$ cat config.mk
export PLATFORM = sky130hd
export DESIGN_NAME = voq_pick_arbiter
export DESIGN_NICKNAME = d
export VERILOG_FILES = /design/src/rtl/sched_pkg.sv /design/src/rtl/rr_prio_enc.sv /design/src/rtl/voq_pick_arbiter.sv
export SDC_FILE = /design/constraint.sdc
export NUM_CORES = 1
export LEC_CHECK = 0
export BUFFER_PORTS_ARGS = -buffer_cell sky130_fd_sc_hd__buf_2
export CORE_AREA = 2 2 39 41
export CTS_BUF_LIST = sky130_fd_sc_hd__clkbuf_8
export CTS_CLUSTER_DIAMETER = 150
export DETAILED_ROUTE_END_ITERATION = 16
export DIE_AREA = 0 0 41 43
export PLACE_DENSITY = 0.48
export SETUP_SLACK_MARGIN = 0.05
export SLEW_MARGIN = 20
export SYNTH_ARGS = -nofsm -noshare
export SYNTH_HDL_FRONTEND = slang
export SYNTH_HIERARCHICAL = 1
export SYNTH_SLANG_ARGS = --single-unit
$ cat constraint.sdc
create_clock -name clk -period 4.21 [get_ports clk]
set_input_delay 0.421 -clock clk [delete_from_list [all_inputs] [get_ports clk]]
set_output_delay 0.421 -clock clk [all_outputs]
set_load 0.05 [all_outputs]
$ cat src/rtl/sched_pkg.sv
// Shared scheduler constants and types, used by the per-ingress VOQ pickers and the scheduler.
package sched_pkg;

    // One VOQ per egress port, so the VOQ count equals the egress count.
    localparam int unsigned NUM_VOQ     = 4;
    localparam int unsigned NUM_INGRESS = 4;
    localparam int unsigned IDX_W       = $clog2(NUM_VOQ);

    typedef logic [IDX_W-1:0] voq_idx_t;

    // A VOQ is eligible when it holds traffic and its egress is still free this pass.
    function automatic logic [NUM_VOQ-1:0] voq_eligible(
        input logic [NUM_VOQ-1:0] empty,
        input logic [NUM_VOQ-1:0] picked
    );
        return ~empty & ~picked;
    endfunction

endpackage

$ cat src/rtl/rr_prio_enc.sv
// Round-robin priority encoder. It rotates the request vector so that start_i lands on bit 0,
// finds the lowest set bit, and maps that offset back to an absolute index. WIDTH must be a
// power of two so that the index arithmetic wraps naturally.
module rr_prio_enc #(
    parameter int unsigned WIDTH = 4,
    parameter int unsigned IDX_W = $clog2(WIDTH)
) (
    input  logic [WIDTH-1:0] req_i,
    input  logic [IDX_W-1:0] start_i,
    output logic [IDX_W-1:0] idx_o,
    output logic             none_o
);

    logic [WIDTH-1:0] req_rot;
    logic [IDX_W-1:0] off;
    logic             none;

    // Rotate right by start_i: bit i of req_rot is request (start_i + i) mod WIDTH.
    always_comb begin
        req_rot = '0;
        for (int i = 0; i < WIDTH; i++) begin
            req_rot[i] = req_i[IDX_W'(i) + start_i];
        end
    end

    // Fixed-priority encode: scanning downwards means the lowest set bit is written last.
    always_comb begin
        off  = '0;
        none = 1'b1;
        for (int i = WIDTH - 1; i >= 0; i--) begin
            if (req_rot[i]) begin
                off  = IDX_W'(i);
                none = 1'b0;
            end
        end
    end

    // With no request the offset stays 0, so idx_o falls back to start_i.
    assign idx_o  = start_i + off;
    assign none_o = none;

endmodule

$ cat src/rtl/voq_pick_arbiter.sv
// Per-ingress VOQ selector. Combinationally picks the first non-empty VOQ with a free egress,
// searching from the round-robin pointer, and keeps a registered copy of the last committed
// pick for debug and status readback. It never advances the pointer or claims egresses itself.
module voq_pick_arbiter
    import sched_pkg::*;
#(
    parameter int unsigned NUM_VOQ = sched_pkg::NUM_VOQ,
    parameter int unsigned IDX_W   = $clog2(NUM_VOQ)
) (
    input  logic               clk,
    input  logic               rst_n,
    input  logic [IDX_W-1:0]   start_voq_num,
    input  logic [NUM_VOQ-1:0] voq_empty,
    input  logic [NUM_VOQ-1:0] voq_picked,
    input  logic               pick_en,
    output logic               no_available_voq,
    output logic [IDX_W-1:0]   voq_to_pick,
    output logic               last_pick_valid,
    output logic [IDX_W-1:0]   last_pick
);

    logic [NUM_VOQ-1:0] eligible;
    logic [IDX_W-1:0]   pick_idx;
    logic               pick_none;

    logic [IDX_W-1:0]   last_pick_d,       last_pick_q;
    logic               last_pick_valid_d, last_pick_valid_q;

    assign eligible = ~voq_empty & ~voq_picked;

    rr_prio_enc #(
        .WIDTH (NUM_VOQ),
        .IDX_W (IDX_W)
    ) u_rr_prio_enc (
        .req_i   (eligible),
        .start_i (start_voq_num),
        .idx_o   (pick_idx),
        .none_o  (pick_none)
    );

    // Selection is purely combinational so the scheduler can act on it in the same cycle.
    assign voq_to_pick      = pick_idx;
    assign no_available_voq = pick_none;

    // Capture the current selection only on a commit cycle; otherwise hold.
    always_comb begin
        last_pick_d       = last_pick_q;
        last_pick_valid_d = last_pick_valid_q;
        if (pick_en) begin
            last_pick_d       = pick_idx;
            last_pick_valid_d = ~pick_none;
        end
    end

    // Status registers, cleared asynchronously.
    always_ff @(posedge clk or negedge rst_n) begin
        if (!rst_n) begin
            last_pick_q       <= '0;
            last_pick_valid_q <= 1'b0;
        end else begin
            last_pick_q       <= last_pick_d;
            last_pick_valid_q <= last_pick_valid_d;
        end
    end

    assign last_pick       = last_pick_q;
    assign last_pick_valid = last_pick_valid_q;

endmodule

==> impl_metrics.csv <==
group,metric,value,unit
outcome,status,"complete, no violations",
power,p_leak,0.2174,nW
clock_tree,clockBufferDepth,2,
layout,area_growth,49.38,%
clock_tree,htree_levels,1,
floorplan,row_count,14,
yosys,ys_seq_elements,3,
clock_tree,cts_sinks,3,
yosys,synth_xor_xnor_area_share,0.05809,
yosys,ys_types,23,
yosys,yosys.area_share.simple,0.2365,
drt,routed-wl-met2,333,um
placement,place_congestion,0.6391,
yosys,synth_fa_ha_area_frac,0.04149,
yosys,syn-instance-count,36,
worst_hold_path,whs_path_depth,2,
floorplan,die_x,41,um
worst_setup_path,crit_fanout,8,
sta,finalHoldViolCount,0,
yosys,yosys_most_used_dff,"dfrtp_1",
drt,wl_met3,71,um
worst_setup_path,cp.arrival,2.24,ns
placement,hpwl,591,um
drt,viasPerCell,4.644,
sta,fin_skew,0,ns
floorplan,die_y,43,um
worst_hold_path,min_path_type,"input port to register",
yosys,yosysSeqAreaShare,0.2490,
yosys,synth_area,301.5,um^2
clock_tree,path_clk_slew,0.03,ns
worst_setup_path,r2r_start,"last_pick[0]$_DFFE_PN0P_",
layout,final_layout_size_suffix_gt1_frac,0.4211,
layout,num_antenna_cells,0,
sta,fmax,375.6,MHz
sta,tns,0,ns
yosys,synth_common_cells,"nor2_1, dfrtp_1, nand2_1",
worst_hold_path,hold_start,"pick_en",
worst_setup_path,reg2regPathDepth,1,
layout,stdcell_count,73,
yosys,synth_most_common_cell,"nor2_1",
floorplan,dieArea,1763,um^2
placement,dp.cells,68,
yosys,synthDominantCellAreaShare,0.2490,
clock_tree,hold_buffers,1,
clock_tree,cts_tree,"done",
job,maxCapViolCount,0,
yosys,synthMuxAreaShare,0.1577,
placement,port_buffers,18,
worst_setup_path,reg2reg_slack,3.48,ns
power,powerDensity,451.1,nW/um^2
yosys,ys_warn_count,6,
clock_tree,post-cts-setup-buffers,0,
yosys,synth_compound_area_frac,0.1909,
clock_tree,post_cts_resized,0,
yosys,synth_nets,50,
drt,top_layer,"met4",
worst_hold_path,hold_end,"last_pick_valid$_DFFE_PN0P_",
sta,fin_crit_sh,0.6324,
yosys,syn_avg_cell_area,8.376,um^2
yosys,yosys-top-cells-area,"dfrtp_1, mux2_2, nor2_1",
global_route,grt_first_pass_wirelength,1.248,mm
worst_setup_path,endpoint_kind,"primary output",
global_route,antenna_found_initial,0,
clock_tree,clk_latency,0.22,ns
drt,detail-route-antenna-nets,0,
drt,wl_met1,315,um
yosys,synth_top_area_cell,"dfrtp_1",
floorplan,ios,19,
yosys,synth_top_family_by_area,"simple AND/OR/NAND/NOR gates",
floorplan,start_util,0.2179,
drt,route.detailed.drc,0,
global_route,grt_start_max_net_pins,9,
layout,final_nets,72,
floorplan,coreArea,1384,um^2
power,vdd_drop_max,0.0002527,V
clock_tree,cts_buffers,3,
global_route,overflow,0,
clock_tree,cts_root_buffer,"clkbuf_8",
global_route,grt_use_total,0.1097,
sta,slew_violations,0,
worst_setup_path,critical_path_class,"input port to primary output",
sta,rsz0062_at_grt,"false",
global_route,grt_pass1_vias,313,
drt,dr.pass1.iters,3,
sta,worstMarginPinSlew,0.5277,ns
worst_setup_path,start_kind,"input port",
drt,drt_iter0_markers,2,
drt,wl,735,um
yosys,synth_edf_count,0,
worst_setup_path,required,3.79,ns
drt,wire_per_inst,10.07,um
sta,finalSetupViolCount,0,
worst_setup_path,regToRegEndpoint,"last_pick[0]$_DFFE_PN0P_",
sta,fin_crit,2.662,ns
yosys,synth_async_sr_flop_share,1.000,
drt,dr_total_vias,339,
sta,slew_headroom,0.6469,
## layout make-up
type,instances,area [um^2]
Clock inverter,1,3.754
Clock buffer,3,41.29
Multi-Input combinational cell,30,206.4
Fill cell,153,933.4
Inverter,1,3.754
Sequential cell,3,75.07
Tap cell,16,20.02
Timing Repair Buffer,19,100.1
## state kept, by name, summed over array words and instances (netlist names)
name	count
last_pick	2
last_pick_valid	1
## layout by cell type (no fill, tap or decap), types with 2 or more instances in the layout
cell type and instances:
nor2b_1 2, nor2_1 6, dfrtp_1 3, mux2_2 2, clkbuf_8 3, a21oi_1 2, buf_2 18, nand2_1 3
xnor2_1 2, inv_1 2
## power breakdown
part	internal, mW	switching [mW]	leakage, nW
clock network	0.0620	0.0186	0.0269
logic	0.0264	0.0587	0.157
registers	0.0350	0.00248	0.0340
total	0.123	0.0798	0.217
## routing by layer
layer / global-route usage / vias to the layer above
met5: 0 / -
met4: 0.1000 / 0
met3: 0.04712 / 2
met2: 0.1469 / 15
met1: 0.1230 / 148
li1: - / 174
## critical path: stages
cell and delay, ns:
buf_2 0.09, nor2_1 0.42, nor2_1 0.10, a2bb2oi_1 0.15, o211ai_1 0.19, o21a_1 0.14
ha_1 0.16, xnor2_1 0.13, xnor2_1 0.15, buf_2 0.29
## logic make-up (layout without fill, tap and decap cells)
family                     count (synthesis)  after routing
muxes                                      4              4
AOI/OAI and AO/OA                          8              8
xor gates and xnor gates                   2              2
buffers and inverters                      3             24
and+or+nand+nor                           15             15
adders and majority gates                  1              1
DFF                                        3              3
## stage by stage
stage / area [um^2] / total power, mW / setup slack, ns / hold slack [ns] / util
detailed placement: 395.4 / 0.1230 / 1.548 / 0.2211 / 0.2857
global route: 450.4 / 0.2165 / 1.387 / 0.4519 / 0.3255
CTS: 450.4 / 0.2071 / 1.544 / 0.4450 / 0.3255
finish: 450.4 / 0.2032 / 1.548 / 0.4449 / 0.3255
global placement: 395.4 / 0.1225 / 1.586 / 0.2221 / 0.2857
floorplan: 301.5 / 0.1037 / 1.498 / 0.1254 / -
## how the worst max path moves through the flow
| stage | endpoint | from | depth (start not counted) | slack (ns) |
|---|---|---|---|---|
| floorplan | voq_to_pick[1] | voq_empty[2] | 8 | 1.50 |
| global placement | voq_to_pick[1] | voq_empty[0] | 10 | 1.59 |
| detailed placement | voq_to_pick[1] | voq_empty[0] | 10 | 1.55 |
| CTS | voq_to_pick[1] | voq_empty[0] | 10 | 1.54 |
| global route | voq_to_pick[1] | voq_empty[2] | 10 | 1.39 |
| finish | voq_to_pick[1] | voq_empty[0] | 10 | 1.55 |
Note: power is estimated with default switching activity, not from simulation.
